==> src/rtl/mc_control_unit_if.sv <==
// ---------------------------------------------------------------------------
// mc_control_unit_if
// Bundle between the multi-cycle control FSM and the TSC datapath/memory.
//
// Signals
//   opcode, func_code : IR fields from the datapath (valid from ID onward)
//   mem_ready         : memory has completed the current read/write this cycle
//   alu_zero_cond     : branch condition from the datapath (the datapath uses
//                       it to gate pc_write_cond, so the FSM only passes it by)
//   i_or_d .. new_inst: datapath strobes and mux selects driven by the FSM
//
// Handshake: a memory access is requested by mem_read/mem_write (with i_or_d
// selecting the address). The request is held unchanged every cycle until
// the cycle in which mem_ready is 1; that cycle completes the access and the
// FSM moves on at the next clock. mem_ready is ignored while no request is up.
//
// Modports
//   master : the control unit (drives strobes, reads IR fields/mem_ready)
//   slave  : the datapath/memory side
// ---------------------------------------------------------------------------
interface mc_control_unit_if #(
    parameter int OPCODE_W = 4,
    parameter int FUNC_W   = 6
);
    logic [OPCODE_W-1:0] opcode;
    logic [FUNC_W-1:0]   func_code;
    logic                mem_ready;
    logic                alu_zero_cond;

    logic                i_or_d;
    logic                mem_read;
    logic                mem_write;
    logic                ir_write;
    logic                pc_write;
    logic                pc_write_cond;
    logic [1:0]          pc_source;
    logic                alu_src_a;
    logic [1:0]          alu_src_b;
    logic                reg_write;
    logic [1:0]          reg_dst;
    logic                mem_to_reg;
    logic                pc_to_reg;
    logic                wwd;
    logic                halt;
    logic                new_inst;

    modport master (
        input  opcode, func_code, mem_ready, alu_zero_cond,
        output i_or_d, mem_read, mem_write, ir_write, pc_write, pc_write_cond,
               pc_source, alu_src_a, alu_src_b, reg_write, reg_dst,
               mem_to_reg, pc_to_reg, wwd, halt, new_inst
    );

    modport slave (
        output opcode, func_code, mem_ready, alu_zero_cond,
        input  i_or_d, mem_read, mem_write, ir_write, pc_write, pc_write_cond,
               pc_source, alu_src_a, alu_src_b, reg_write, reg_dst,
               mem_to_reg, pc_to_reg, wwd, halt, new_inst
    );
endinterface

==> src/rtl/mc_control_unit.sv <==
// ---------------------------------------------------------------------------
// mc_control_unit
// Multi-cycle control FSM for the 16-bit TSC core. Each instruction walks
// through IF, ID, EX, MEM and WB as needed; memory phases stall on mem_ready.
// All strobes are combinational from the current state and the IR fields.
//
// Ports
//   clk      : system clock
//   reset_n  : asynchronous active-low reset (state -> INIT, all strobes 0)
//   bus      : mc_control_unit_if.master (IR fields, mem_ready, strobes)
//   o_state  : current FSM state, for debug/observation
//   num_inst : retired-instruction counter (only with INST_COUNT_EN)
//
// Optional feature macro: INST_COUNT_EN
//   Defined  : adds num_inst[CNT_W-1:0], counting retirements (ID/EX/MEM/WB
//              -> IF transitions), wrapping modulo 2^CNT_W. HLT never counts.
//   Undefined: port and counter absent.
// ---------------------------------------------------------------------------
module mc_control_unit #(
    parameter int OPCODE_W = 4,
    parameter int FUNC_W   = 6,
    parameter int CNT_W    = 16
) (
    input  logic                 clk,
    input  logic                 reset_n,
    mc_control_unit_if.master    bus,
    output logic [2:0]           o_state
`ifdef INST_COUNT_EN
    ,
    output logic [CNT_W-1:0]     num_inst
`endif
);
    typedef enum logic [2:0] {
        S_INIT = 3'd0,
        S_IF   = 3'd1,
        S_ID   = 3'd2,
        S_EX   = 3'd3,
        S_MEM  = 3'd4,
        S_WB   = 3'd5,
        S_HALT = 3'd6
    } state_t;

    localparam logic [OPCODE_W-1:0] OP_BNE = OPCODE_W'(0);
    localparam logic [OPCODE_W-1:0] OP_BEQ = OPCODE_W'(1);
    localparam logic [OPCODE_W-1:0] OP_BGZ = OPCODE_W'(2);
    localparam logic [OPCODE_W-1:0] OP_BLZ = OPCODE_W'(3);
    localparam logic [OPCODE_W-1:0] OP_ADI = OPCODE_W'(4);
    localparam logic [OPCODE_W-1:0] OP_ORI = OPCODE_W'(5);
    localparam logic [OPCODE_W-1:0] OP_LHI = OPCODE_W'(6);
    localparam logic [OPCODE_W-1:0] OP_LWD = OPCODE_W'(7);
    localparam logic [OPCODE_W-1:0] OP_SWD = OPCODE_W'(8);
    localparam logic [OPCODE_W-1:0] OP_JMP = OPCODE_W'(9);
    localparam logic [OPCODE_W-1:0] OP_JAL = OPCODE_W'(10);
    localparam logic [OPCODE_W-1:0] OP_ALU = OPCODE_W'(15);

    localparam logic [FUNC_W-1:0] FN_JPR = FUNC_W'(25);
    localparam logic [FUNC_W-1:0] FN_JRL = FUNC_W'(26);
    localparam logic [FUNC_W-1:0] FN_WWD = FUNC_W'(28);
    localparam logic [FUNC_W-1:0] FN_HLT = FUNC_W'(29);

    state_t r_state;
    state_t w_next_state;
    logic   r_if_stall;   // previous cycle was an IF cycle without mem_ready
    logic   w_is_branch;
    logic   w_is_alu;
    logic   w_is_lwd;
    logic   w_is_swd;
    logic   w_retire;

    // The zero flag is consumed by the datapath together with pc_write_cond.
    logic   w_unused_zero;
    assign w_unused_zero = bus.alu_zero_cond;

    assign w_is_branch = (bus.opcode == OP_BNE) || (bus.opcode == OP_BEQ) ||
                         (bus.opcode == OP_BGZ) || (bus.opcode == OP_BLZ);
    assign w_is_alu    = (bus.opcode == OP_ALU);
    assign w_is_lwd    = (bus.opcode == OP_LWD);
    assign w_is_swd    = (bus.opcode == OP_SWD);

    always_ff @(posedge clk or negedge reset_n) begin
        if (!reset_n) begin
            r_state    <= S_INIT;
            r_if_stall <= 1'b0;
        end else begin
            r_state    <= w_next_state;
            r_if_stall <= (r_state == S_IF) && !bus.mem_ready;
        end
    end

    always_comb begin
        w_next_state      = r_state;
        bus.i_or_d        = 1'b0;
        bus.mem_read      = 1'b0;
        bus.mem_write     = 1'b0;
        bus.ir_write      = 1'b0;
        bus.pc_write      = 1'b0;
        bus.pc_write_cond = 1'b0;
        bus.pc_source     = 2'b00;
        bus.alu_src_a     = 1'b0;
        bus.alu_src_b     = 2'b00;
        bus.reg_write     = 1'b0;
        bus.reg_dst       = 2'b00;
        bus.mem_to_reg    = 1'b0;
        bus.pc_to_reg     = 1'b0;
        bus.wwd           = 1'b0;
        bus.halt          = 1'b0;
        bus.new_inst      = 1'b0;

        case (r_state)
            S_INIT: w_next_state = S_IF;

            S_IF: begin
                bus.mem_read = 1'b1;
                bus.new_inst = !r_if_stall;
                if (bus.mem_ready) begin
                    // Fetch completes: latch IR and bump PC by one in the same cycle.
                    bus.ir_write  = 1'b1;
                    bus.pc_write  = 1'b1;
                    bus.alu_src_b = 2'b01;
                    w_next_state  = S_ID;
                end
            end

            S_ID: begin
                // ALU precomputes PC + sign-extended offset for a later branch.
                bus.alu_src_b = 2'b10;
                w_next_state  = S_IF;
                if (bus.opcode == OP_JMP) begin
                    bus.pc_write  = 1'b1;
                    bus.pc_source = 2'b10;
                end else if (bus.opcode == OP_JAL) begin
                    bus.pc_write  = 1'b1;
                    bus.pc_source = 2'b10;
                    bus.reg_write = 1'b1;
                    bus.reg_dst   = 2'b10;
                    bus.pc_to_reg = 1'b1;
                end else if (w_is_alu) begin
                    case (bus.func_code)
                        FN_JPR: begin
                            bus.pc_write  = 1'b1;
                            bus.pc_source = 2'b11;
                        end
                        FN_JRL: begin
                            bus.pc_write  = 1'b1;
                            bus.pc_source = 2'b11;
                            bus.reg_write = 1'b1;
                            bus.reg_dst   = 2'b10;
                            bus.pc_to_reg = 1'b1;
                        end
                        FN_WWD:  bus.wwd     = 1'b1;
                        FN_HLT:  w_next_state = S_HALT;
                        default: w_next_state = S_EX;
                    endcase
                end else if (w_is_branch || w_is_lwd || w_is_swd ||
                             (bus.opcode == OP_ADI) || (bus.opcode == OP_ORI) ||
                             (bus.opcode == OP_LHI)) begin
                    w_next_state = S_EX;
                end
                // Remaining opcodes are undefined and retire as a NOP.
            end

            S_EX: begin
                bus.alu_src_a = 1'b1;
                w_next_state  = S_IF;
                if (w_is_branch) begin
                    bus.alu_src_b     = 2'b00;
                    bus.pc_write_cond = 1'b1;
                    bus.pc_source     = 2'b01;
                end else if (w_is_lwd || w_is_swd) begin
                    bus.alu_src_b = 2'b10;
                    w_next_state  = S_MEM;
                end else if (bus.opcode == OP_ADI) begin
                    bus.alu_src_b = 2'b10;
                    w_next_state  = S_WB;
                end else if ((bus.opcode == OP_ORI) || (bus.opcode == OP_LHI)) begin
                    bus.alu_src_b = 2'b11;
                    w_next_state  = S_WB;
                end else if (w_is_alu) begin
                    bus.alu_src_b = 2'b00;
                    w_next_state  = S_WB;
                end
            end

            S_MEM: begin
                bus.i_or_d    = 1'b1;
                bus.mem_read  = w_is_lwd;
                bus.mem_write = w_is_swd;
                if (bus.mem_ready) begin
                    w_next_state = w_is_lwd ? S_WB : S_IF;
                end
            end

            S_WB: begin
                bus.reg_write  = 1'b1;
                bus.reg_dst    = w_is_alu ? 2'b01 : 2'b00;
                bus.mem_to_reg = w_is_lwd;
                w_next_state   = S_IF;
            end

            S_HALT: bus.halt = 1'b1;

            default: w_next_state = S_INIT;
        endcase
    end

    // An instruction retires whenever a non-fetch state hands back to IF.
    assign w_retire = (w_next_state == S_IF) &&
                      ((r_state == S_ID) || (r_state == S_EX) ||
                       (r_state == S_MEM) || (r_state == S_WB));

    assign o_state = r_state;

`ifdef INST_COUNT_EN
    logic [CNT_W-1:0] r_num_inst;

    always_ff @(posedge clk or negedge reset_n) begin
        if (!reset_n) begin
            r_num_inst <= '0;
        end else if (w_retire) begin
            r_num_inst <= r_num_inst + 1'b1;
        end
    end

    assign num_inst = r_num_inst;
`else
    logic             w_unused_retire;
    logic [CNT_W-1:0] w_unused_cnt;
    assign w_unused_retire = w_retire;
    assign w_unused_cnt    = '0;
`endif

endmodule
==> src/flat_wrapper.sv <==
// flat-port wrapper written by rule: the top's interface ports become plain ports
module mc_control_unit_flat 
#(
    parameter int OPCODE_W = 4,
    parameter int FUNC_W   = 6,
    parameter int CNT_W    = 16
)
  (clk, reset_n, o_state, bus_opcode, bus_func_code, bus_mem_ready, bus_alu_zero_cond, bus_i_or_d, bus_mem_read, bus_mem_write, bus_ir_write, bus_pc_write, bus_pc_write_cond, bus_pc_source, bus_alu_src_a, bus_alu_src_b, bus_reg_write, bus_reg_dst, bus_mem_to_reg, bus_pc_to_reg, bus_wwd, bus_halt, bus_new_inst);
  mc_control_unit_if #(.OPCODE_W(OPCODE_W), .FUNC_W(FUNC_W)) bus_i ();
  input  logic clk;
  input  logic reset_n;
  output logic [2:0] o_state;
  input wire logic [$bits(bus_i.opcode)-1:0] bus_opcode;
  input wire logic [$bits(bus_i.func_code)-1:0] bus_func_code;
  input wire logic [$bits(bus_i.mem_ready)-1:0] bus_mem_ready;
  input wire logic [$bits(bus_i.alu_zero_cond)-1:0] bus_alu_zero_cond;
  output wire logic [$bits(bus_i.i_or_d)-1:0] bus_i_or_d;
  output wire logic [$bits(bus_i.mem_read)-1:0] bus_mem_read;
  output wire logic [$bits(bus_i.mem_write)-1:0] bus_mem_write;
  output wire logic [$bits(bus_i.ir_write)-1:0] bus_ir_write;
  output wire logic [$bits(bus_i.pc_write)-1:0] bus_pc_write;
  output wire logic [$bits(bus_i.pc_write_cond)-1:0] bus_pc_write_cond;
  output wire logic [$bits(bus_i.pc_source)-1:0] bus_pc_source;
  output wire logic [$bits(bus_i.alu_src_a)-1:0] bus_alu_src_a;
  output wire logic [$bits(bus_i.alu_src_b)-1:0] bus_alu_src_b;
  output wire logic [$bits(bus_i.reg_write)-1:0] bus_reg_write;
  output wire logic [$bits(bus_i.reg_dst)-1:0] bus_reg_dst;
  output wire logic [$bits(bus_i.mem_to_reg)-1:0] bus_mem_to_reg;
  output wire logic [$bits(bus_i.pc_to_reg)-1:0] bus_pc_to_reg;
  output wire logic [$bits(bus_i.wwd)-1:0] bus_wwd;
  output wire logic [$bits(bus_i.halt)-1:0] bus_halt;
  output wire logic [$bits(bus_i.new_inst)-1:0] bus_new_inst;
  assign bus_i.opcode = bus_opcode;
  assign bus_i.func_code = bus_func_code;
  assign bus_i.mem_ready = bus_mem_ready;
  assign bus_i.alu_zero_cond = bus_alu_zero_cond;
  assign bus_i_or_d = bus_i.i_or_d;
  assign bus_mem_read = bus_i.mem_read;
  assign bus_mem_write = bus_i.mem_write;
  assign bus_ir_write = bus_i.ir_write;
  assign bus_pc_write = bus_i.pc_write;
  assign bus_pc_write_cond = bus_i.pc_write_cond;
  assign bus_pc_source = bus_i.pc_source;
  assign bus_alu_src_a = bus_i.alu_src_a;
  assign bus_alu_src_b = bus_i.alu_src_b;
  assign bus_reg_write = bus_i.reg_write;
  assign bus_reg_dst = bus_i.reg_dst;
  assign bus_mem_to_reg = bus_i.mem_to_reg;
  assign bus_pc_to_reg = bus_i.pc_to_reg;
  assign bus_wwd = bus_i.wwd;
  assign bus_halt = bus_i.halt;
  assign bus_new_inst = bus_i.new_inst;
  mc_control_unit #(.OPCODE_W(OPCODE_W), .FUNC_W(FUNC_W), .CNT_W(CNT_W)) u_core (.clk(clk), .reset_n(reset_n), .bus(bus_i), .o_state(o_state));
endmodule
==> config.mk <==
export PLATFORM = sky130hd
export DESIGN_NAME = mc_control_unit_flat
export DESIGN_NICKNAME = d
export VERILOG_FILES = /design/src/rtl/mc_control_unit_if.sv /design/src/rtl/mc_control_unit.sv /design/src/flat_wrapper.sv
export SDC_FILE = /design/constraint.sdc
export NUM_CORES = 1
export LEC_CHECK = 0
export CAP_MARGIN = 20
export CORE_UTILIZATION = 32
export CTS_BUF_LIST = sky130_fd_sc_hd__clkbuf_16
export CTS_CLUSTER_SIZE = 10
export DETAILED_ROUTE_END_ITERATION = 7
export PLACE_DENSITY = 0.86
export SETUP_SLACK_MARGIN = 0.15
export SYNTH_ARGS = -nofsm -noshare
export SYNTH_HDL_FRONTEND = slang
export SYNTH_SLANG_ARGS = --single-unit
==> constraint.sdc <==
create_clock -name clk -period 1.4 [get_ports clk]
set_input_delay 0.28 -clock clk [delete_from_list [all_inputs] [get_ports clk]]
set_output_delay 0.28 -clock clk [all_outputs]
set_load 0.005 [all_outputs]
==> Word level (Yosys, flattened, before mapping) <==
Cells that the tools add are included.
{ "word_totals": {"reg_bits": 4, "out_inout_bits": 22, "elab_cells": 104} }
{ "classes": {"mux": 59, "bitwise_logic": 1, "n_reduce_logical": 19, "n_eq_ne": 23} }
{ "ops": {"columns": ["op", "n"], "rows": [
  ["3-bit two-way mux", 11],
  ["1-bit two-way mux", 27],
  ["2-bit two-way mux", 13],
  ["6-bit by 5-bit equality test with 1-bit output (second input constant)", 4],
  ["3-bit case mux with 6 select lines", 1],
  ["4-bit by 3-bit equality test with 1-bit output (second input constant)", 4],
  ["4-bit equality test (second input constant)", 4],
  ["1-bit logical OR", 10],
  ["3-bit equality test (second input constant)", 3],
  ["4-bit by 2-bit equality test with 1-bit output (second input constant)", 2],
  ["2-bit case mux with 2 select lines", 2],
  ["3-bit by 2-bit equality test with 1-bit output (second input constant)", 2],
  ["1-bit case mux with 2 select lines", 3],
  ["2-bit case mux with 3 select lines", 1],
  ["3-bit case mux with 2 select lines", 1],
  ["4-bit by 1-bit equality test with 1-bit output (second input constant)", 1],
  ["4-bit logical NOT", 1],
  ["2-bit inequality test (second input constant)", 2],
  ["2-bit OR reduction", 2],
  ["3-bit by 1-bit equality test with 1-bit output (second input constant)", 1],
  ["3-bit logical NOT", 1],
  ["3-bit AND reduction", 1],
  ["3-bit OR reduction", 1],
  ["1-bit logical NOT", 2],
  ["other kinds (2)", 2]
]} }

==> Longest topological paths before layout <==
Gate-level depths: netlist of run 1.
{ "logic_depth": {"depth_word": 14, "mapped_depth": 5, "depth_no_buf": 4} }

==> Least setup slack after synthesis of run 1 <==
Ideal clock, no wire load.
{ "synth_timing": {"path_kind": "reg2out", "startpoint": "reg u_core.r_state[1], in the netlist u_core.o_state[1]", "endpoint": "out bus_pc_write", "t_required_ns": 1.120, "arrival_ns": 1.266, "n_path_buf": 1, "path_stages_with_launch": 5, "path_slack_ns": -0.146, "path_cell_list": "dfrtp_1 buf_2 nand2b_1 or3b_2 o21ai_0"} }
{ "synth_between": {"elab_chain_cells": 2, "word_cells_on_any_way": 3, "cone_classes": "eq/ne (2); mux (1)"} }
{ "synth_rtl": {"columns": ["item", "line_no", "source"], "rows": [
  ["start: declaration", "mc_control_unit.sv:61", "state_t r_state;"],
  ["start signal: assignment", "mc_control_unit.sv:85", "r_state <= w_next_state;"],
  ["3-bit by 2-bit equality test with 1-bit output or 3-bit by 1-bit equality test with 1-bit output (tied branches)", null, null],
  ["1-bit case mux with 2 select lines (*)", "mc_control_unit.sv:109", "case (r_state)"],
  ["end: declaration", "flat_wrapper.sv:21", "output wire logic [$bits(bus_i.pc_write)-1:0] bus_pc_write;"]
]} }
Every way passes the cells marked *; elsewhere a longest branch is shown, timed or not.

==> Worst setup path in the final report of run 1 <==
{ "layout_timing": {"startpoint": "reg u_core.r_state[0], in the netlist u_core.o_state[0]", "endpoint": "out bus_alu_src_b[0]"} }
{ "layout_between": {"elab_chain_cells": 2, "word_cells_on_any_way": 4, "cone_classes": "eq/ne (3); mux (1)"} }
{ "layout_rtl": {"columns": ["item", "line_no", "source"], "rows": [
  ["3-bit by 2-bit equality test with 1-bit output or 3-bit by 1-bit equality test with 1-bit output (tied branches)", null, null],
  ["2-bit case mux with 3 select lines (*)", "mc_control_unit.sv:109", null],
  ["end: declaration", "flat_wrapper.sv:25", "output wire logic [$bits(bus_i.alu_src_b)-1:0] bus_alu_src_b;"]
]} }
Marked as above.

==> results of run 1 <==
power by group through the flow:
| stage | clock [W] | combinational [W] | sequential [W] |
|---|---|---|---|
| 6_report | 0.000463 | 0.00222 | 0.000229 |
| 5_1_grt | 0.000476 | 0.00227 | 0.000227 |
| 4_1_cts | 0.000450 | 0.00161 | 0.000214 |
| 3_5_place_dp | 0 | 0.00112 | 0.000216 |
| 3_3_place_gp | 0 | 0.00109 | 0.000214 |
| 2_1_floorplan | 0 | 0.000505 | 0.000202 |
cells by family after synthesis:
logic type             synth area share
AO/OA/AOI/OAI                     0.202
buffers and inverters            0.0923
flip-flops                        0.172
AND/OR/NAND/NOR                   0.504
XOR/XNOR                         0.0300
Yosys cell counts (3+ instances only):
library cell / instances / area [µm²]
sky130_fd_sc_hd__a21oi_1: 5 / 25.0
sky130_fd_sc_hd__and2_1: 3 / 18.8
sky130_fd_sc_hd__buf_2: 3 / 15.0
sky130_fd_sc_hd__dfrtp_1: 4 / 100
sky130_fd_sc_hd__inv_1: 5 / 18.8
sky130_fd_sc_hd__nand2_1: 8 / 30.0
sky130_fd_sc_hd__nand2b_1: 3 / 18.8
sky130_fd_sc_hd__nand3b_1: 3 / 22.5
sky130_fd_sc_hd__nor2_1: 12 / 45.0
sky130_fd_sc_hd__nor3_1: 4 / 20.0
sky130_fd_sc_hd__nor4_1: 3 / 18.8
flip-flops by register name, indices dropped and copies added, names as in the netlist:
signal             cells
u_core.o_state         3
u_core.r_if_stall      1
per-layer routing:
layer	track usage	part of all wire	wire length, µm	vias to the layer above
met1	0.412	0.35	1630	546
met4	0.176	0.090	415	0
met5	0	0	0	-
met3	0.0653	0.12	540	61
li1	-	-	-	492
met2	0.668	0.44	2030	151
area by class of cell:
| type | count | area, µm² | area share |
|---|---|---|---|
| Clock buffer | 3 | 75.1 | 0.0449 |
| Inverter | 5 | 21.3 | 0.0127 |
| Multi-Input combinational cell | 71 | 656 | 0.392 |
| Sequential cell | 4 | 101 | 0.0606 |
| Tap cell | 25 | 31.3 | 0.0187 |
| Timing Repair Buffer | 95 | 787 | 0.471 |
final timing paths:
path	slack, ns	endpoint	depth (start not counted)	startpoint
worst max-delay path	-0.53	bus_alu_src_b[0]	5	u_core.o_state[0]$_DFFE_PN0P_
worst max register to register	-0.16	u_core.o_state[0]$_DFFE_PN0P_	8	u_core.o_state[0]$_DFFE_PN0P_
max in group asynchronous	0.93	u_core.o_state[0]$_DFFE_PN0P_	1	reset_n
min in group clk	0.67	u_core.o_state[1]$_DFFE_PN0P_	4	bus_opcode[0]
worst min register to register	0.87	u_core.o_state[2]$_DFFE_PN0P_	3	u_core.o_state[1]$_DFFE_PN0P_
worst min-delay path	0.27	u_core.o_state[2]$_DFFE_PN0P_	1	reset_n
metrics by stage:
step           hold WS (ns)  utilization  std cells
2_1_floorplan       -0.0156            -         86
3_3_place_gp          0.488        0.682        166
3_5_place_dp          0.500        0.682        166
4_1_cts               0.276        0.892        193
5_1_grt               0.276        0.979        203
6_report              0.268        0.979        203
timing repair:
action	4_1_cts	5_1_grt
endpoints found under the setup margin	25	26
buffers inserted	24	10
resized for setup	167	25
pin swaps	24	12
==> results.md, run 1 <==
* Number of fillers in the final layout at 19
* Switch share at 0.388
* Worst slew margin relative to its limit at 0.764
* Detailed-route wire length at 4620 µm
* Count of buffering cells on the critical path with inverters included at 2
* Worst slew pin tran at about 0.35 ns
* Number of endpoints with negative hold slack in the final report at 0
* Fraction of final layout cells with drive strength greater than 1 at 0.747
* Clock root buffer: sky130_fd_sc_hd__clkbuf_16
* Number of failing setup endpoints in the final timing report at 24
* TritonCTS Sinks at 4
* Sequential area share after synthesis at 0.172
* Leakage power summed over all cells at just over 0.8 nW
* Maximum vdd drop at between 0.001 and 0.0015 V
* TritonCTS buffer count at 3
* Row count at 15
* Total grt overflow at 0
* Highest clock frequency the design can meet at 519 MHz
* Final Total Pwr at 0.00291 W
* Arr. time, crit path at 1.65 ns
* Total number of vias at approximately 1,300
* Count of antenna-violating nets left after detailed routing at 0
* Worst-path cell with the longest stage delay: sky130_fd_sc_hd__dfrtp_2
* Number of antenna diodes at 0
* Die span in x at about 45 µm
* Relative contribution of sequential cells to total power at 0.079
* Vias in the first global route at between 1,000 and 1,500
* Kind of end point of the critical path: output pin
* Asr flop ratio synth at 1.00
* Core area at approximately 0.0017 mm²
* Commonest cells after routing, fill and taps aside: sky130_fd_sc_hd__buf_4 (39), sky130_fd_sc_hd__buf_6 (24), sky130_fd_sc_hd__buf_2 (23)
* Initial antenna violation count at 0
* Total number of yosys warnings at 0
* Vertical die dimension at 44.7 µm
* DP Worst Slack at -0.955 ns
* Critical path type: reg -> out
* Number of levels in the clock H-tree at 1
* Final net count at 194
* Pin count of the biggest net entering global routing at 10
* Routed length per placed instance at 22.8 µm
* Shortest clock period the worst path allows after layout at 1.93 ns
* Largest buffer count on any clock path at 2
* Clock group share of total power at 0.159
* Layout area overhead at 187%
* Number of hold buffers added after cts at 0
* Global routing usage summed across all routing layers at 0.369
* Later-pin clock latency in the skew report at 0.23 ns
* Worst Path Max Fanout at 4
* Nature of the critical path startpoint: register
* Number of maximum-capacitance constraint violations at 0
* RSZ-0062 raised after global routing: yes
* Post-route fraction of the period consumed by the critical path at 1.38
* Iteration-0 DRC count of the detailed router at 89
* Failing checks: setup timing
* Worst path setup slack after routing at -0.528 ns
* TritonCTS clock tree: yes
* Number of standard cells after synthesis at 86
* Max-slew violations at 0
* Wire length of the first global-routing pass at between 5000 and 6000 µm
* Family of cells with the greatest summed delay on the critical path: simple AND/OR/NAND/NOR gates
* Required time at the worst-slack endpoint at ~1.1 ns
* Net switching power at 0.00113 W
* Internal cell power at 0.00178 W
* Run status: finished with violations
* Power per Cell Area at 1740 mW/mm²
* Comb power frac at 0.762
* Setup Total Neg Slack at -8.19 ns
* Clock Skew at 0.00128 ns
* Commonest non-fill, non-tap cell in the layout: sky130_fd_sc_hd__buf_4
* Starting density of the core at 0.341
* Number of I/O port buffers at 34
* HPWL reported at the end of detailed placement at 1710 µm
* Via-to-Cell Ratio at 6.16
* Path type of the worst min-delay path: in -> async
* Instance area after placement at 0.00116 mm²
* Post-Layout Inst Area at 0.00167 mm²
* Synthesized Nets at 100
* Final Wtd Congestion at 0.867
* Combined area of all synthesized cells at 583 µm²
* Remaining routing DRC violations at 0
* Number of unique standard cell types used by synthesis at 38
* Initial DRT Pass Iterations at 4
* Cell chain of the critical path: or3b_4 -> or2_4 -> buf_6 -> o31ai_1 -> buf_2
* Number of synthesized flops with an enable pin at 0
* Synth Area per Inst at 6.78 µm²
* Worst path max stage delay at about 0.42 ns
* Post-synthesis sequential element count at 4
* I/O Pins at 36
* Most common flop cell mapped by yosys: sky130_fd_sc_hd__dfrtp_1
* Clock-pin transition on the worst setup and hold timing paths at 0.03 ns
* Die outline area at between 0.0015 and 0.002 mm²
Note: power is estimated with default switching activity, not from simulation.
==> run 2: changes to the inputs <==
--- a/config.mk
+++ b/config.mk
@@ -8,7 +8,7 @@
 export CAP_MARGIN = 20
 export CORE_UTILIZATION = 32
 export CTS_BUF_LIST = sky130_fd_sc_hd__clkbuf_16
-export CTS_CLUSTER_SIZE = 10
+export CTS_CLUSTER_SIZE = 8
 export DETAILED_ROUTE_END_ITERATION = 7
 export PLACE_DENSITY = 0.86
 export SETUP_SLACK_MARGIN = 0.15
==> results of run 2 <==
Final layout, timing and power as in run 1 (identical DEF).
==> run 3: changes to the inputs <==
--- a/config.mk
+++ b/config.mk
@@ -10,7 +10,7 @@
 export CTS_BUF_LIST = sky130_fd_sc_hd__clkbuf_16
 export CTS_CLUSTER_SIZE = 8
 export DETAILED_ROUTE_END_ITERATION = 7
-export PLACE_DENSITY = 0.86
+export PLACE_DENSITY = 0.7
 export SETUP_SLACK_MARGIN = 0.15
 export SYNTH_ARGS = -nofsm -noshare
 export SYNTH_HDL_FRONTEND = slang
==> results.md, run 3 (synthesized netlist as in run 1, its figures left out) <==
* Relative contribution of sequential cells to total power at 0.081
* I/O Pins at 36
* Nature of the critical path startpoint: register
* Required time at the worst-slack endpoint at 1.12 ns
* Clock-pin transition on the worst setup and hold timing paths at 0.03 ns
* Number of maximum-capacitance constraint violations at 0
* Clock root buffer: sky130_fd_sc_hd__clkbuf_16
* Instance area after placement at 0.00119 mm²
* Vertical die dimension at 44.7 µm
* Number of failing setup endpoints in the final timing report at 23
* Remaining routing DRC violations at 0
* Leakage power summed over all cells at 0.793 nW
* Final Total Pwr at around 0.0028 W
* Die span in x at 44.7 µm
* Fraction of final layout cells with drive strength greater than 1 at 0.731
* Critical path type: reg -> out
* Layout area overhead at 181%
* Highest clock frequency the design can meet at 522 MHz
* Power per Cell Area at 1700 mW/mm²
* Iteration-0 DRC count of the detailed router at 76
* Pin count of the biggest net entering global routing at 8
* Die outline area at 0.00200 mm²
* Failing checks: setup timing
* Worst Path Max Fanout at 2
* Later-pin clock latency in the skew report at ~0.22 ns
* Starting density of the core at 0.341
* HPWL reported at the end of detailed placement at between 1500 and 2000 µm
* Max-slew violations at 0
* Number of I/O port buffers at 34
* Initial DRT Pass Iterations at 4
* Worst path setup slack after routing at -0.516 ns
* Count of antenna-violating nets left after detailed routing at 0
* Commonest cells after routing, fill and taps aside: sky130_fd_sc_hd__buf_4 (36), sky130_fd_sc_hd__buf_6 (27), sky130_fd_sc_hd__buf_2 (20)
* Row count at 15
* TritonCTS Sinks at 4
* TritonCTS buffer count at 3
* Detailed-route wire length at 4070 µm
* Number of antenna diodes at 0
* Routed length per placed instance at 20.3 µm
* Maximum vdd drop at 0.000911 V
* Kind of end point of the critical path: output pin
* DP Worst Slack at -1.01 ns
* Core area at 0.00171 mm²
* Final cell count without fillers at 200
* Number of endpoints with negative hold slack in the final report at 0
* Comb power frac at 0.759
* Total number of vias at roughly 1,200
* Shortest clock period the worst path allows after layout at 1.92 ns
* Vias in the first global route at 1,082
* Switch share at 0.375
* Internal cell power at 0.00175 W
* Total placed cells including tap cells at 169
* Via-to-Cell Ratio at 5.92
* Number of levels in the clock H-tree at 1
* Initial antenna violation count at 0
* Final net count at ~190
* Number of flip-flops under the largest register name at 3
* Global routing usage summed across all routing layers at 0.327
* Clock Skew at 0.00226 ns
* Arr. time, crit path at 1.64 ns
* Number of fillers in the final layout at 36
* Largest buffer count on any clock path at 2
* Total grt overflow at 0
* Wire length of the first global-routing pass at 4640 µm
* TritonCTS clock tree: yes
* Clock group share of total power at 0.159
* Final Wtd Congestion at around 0.82
* Path type of the worst min-delay path: in -> async
* Run status: finished with violations
* Commonest non-fill, non-tap cell in the layout: sky130_fd_sc_hd__buf_4
* Number of hold buffers added after cts at 0
* Post-Layout Inst Area at 0.00164 mm²
* Worst slew pin tran at ~0.28 ns
* Worst Hold Slack at ~0.26 ns
* Post-route fraction of the period consumed by the critical path at 1.37
* RSZ-0062 raised after global routing: yes
* Net switching power at roughly 0.0010 W
* Worst slew margin relative to its limit at 0.815
## run 3: changes by cell type in the layout (fill, tap and decap cells not counted), moves of 2 or more
cell / previous run / this run
sky130_fd_sc_hd__nor3b_2: 3 / 1
sky130_fd_sc_hd__buf_2: 23 / 20
sky130_fd_sc_hd__buf_6: 24 / 27
sky130_fd_sc_hd__nor3b_4: 0 / 2
sky130_fd_sc_hd__buf_4: 39 / 36
## run 3: final cells by class
type / instances / area (µm²) / share of cell area
clock buffers: 3 / 75.1 / 0.0458
repair buffers: 92 / 772 / 0.471
flip-flops and latches: 4 / 101 / 0.0618
well taps: 25 / 31.3 / 0.0191
inverters: 5 / 23.8 / 0.0145
multi-input cells: 71 / 637 / 0.388
## run 3: per-stage QoR
step	utilization	setup TNS, ns
after floorplan	-	-0.387
after detailed placement	0.695	-15.18
final	0.960	-7.70
after CTS	0.872	-6.06
after global placement	0.695	-14.52
after global routing	0.960	-8.33
## run 3: timing repair
item                                    in CTS  in global routing
setup buffers                               25                  3
endpoints found under the setup margin      25                 26
gates cloned                                 0                  0
pin swaps                                   21                 11
resized for setup                          159                 32
hold endpoints to repair                     0                  0
## run 3: power by group through the flow
stage	Clock (W)	Combinational (W)	Sequential [W]
after floorplan	0	0.000505	0.000202
after global placement	0	0.00116	0.000211
after detailed placement	0	0.00116	0.000213
after CTS	0.000440	0.00169	0.000206
after global routing	0.000455	0.00218	0.000227
final	0.000445	0.00212	0.000227
## run 3: worst paths after layout
path,start,to,slack (ns),depth (start not counted)
setup / recovery,u_core.o_state[2]$_DFFE_PN0P_,bus_pc_write,-0.52,5
hold / removal,reset_n,u_core.o_state[2]$_DFFE_PN0P_,0.26,1
setup reg to reg,u_core.o_state[1]$_DFFE_PN0P_,u_core.o_state[2]$_DFFE_PN0P_,-0.27,8
hold reg to reg,u_core.o_state[2]$_DFFE_PN0P_,u_core.r_if_stall$_DFF_PN0_,0.82,4
max in group asynchronous,reset_n,u_core.o_state[0]$_DFFE_PN0P_,0.95,1
min in group clk,bus_opcode[2],u_core.o_state[2]$_DFFE_PN0P_,0.61,4
## run 3: worst max-delay path, cell delays in order (launching register included)
cell and delay [ns]:
sky130_fd_sc_hd__dfrtp_1 0.39, sky130_fd_sc_hd__or3b_4 0.41, sky130_fd_sc_hd__or2_4 0.24, sky130_fd_sc_hd__buf_6 0.13
sky130_fd_sc_hd__o21ai_1 0.10, sky130_fd_sc_hd__buf_2 0.14
## run 3: per-layer routing
layer,wire length (µm),up-vias,global-route usage
met3,378,44,0.0735
met1,1400,551,0.309
li1,-,488,-
met5,0,-,0
met2,2020,101,0.662
met4,272,0,0.127
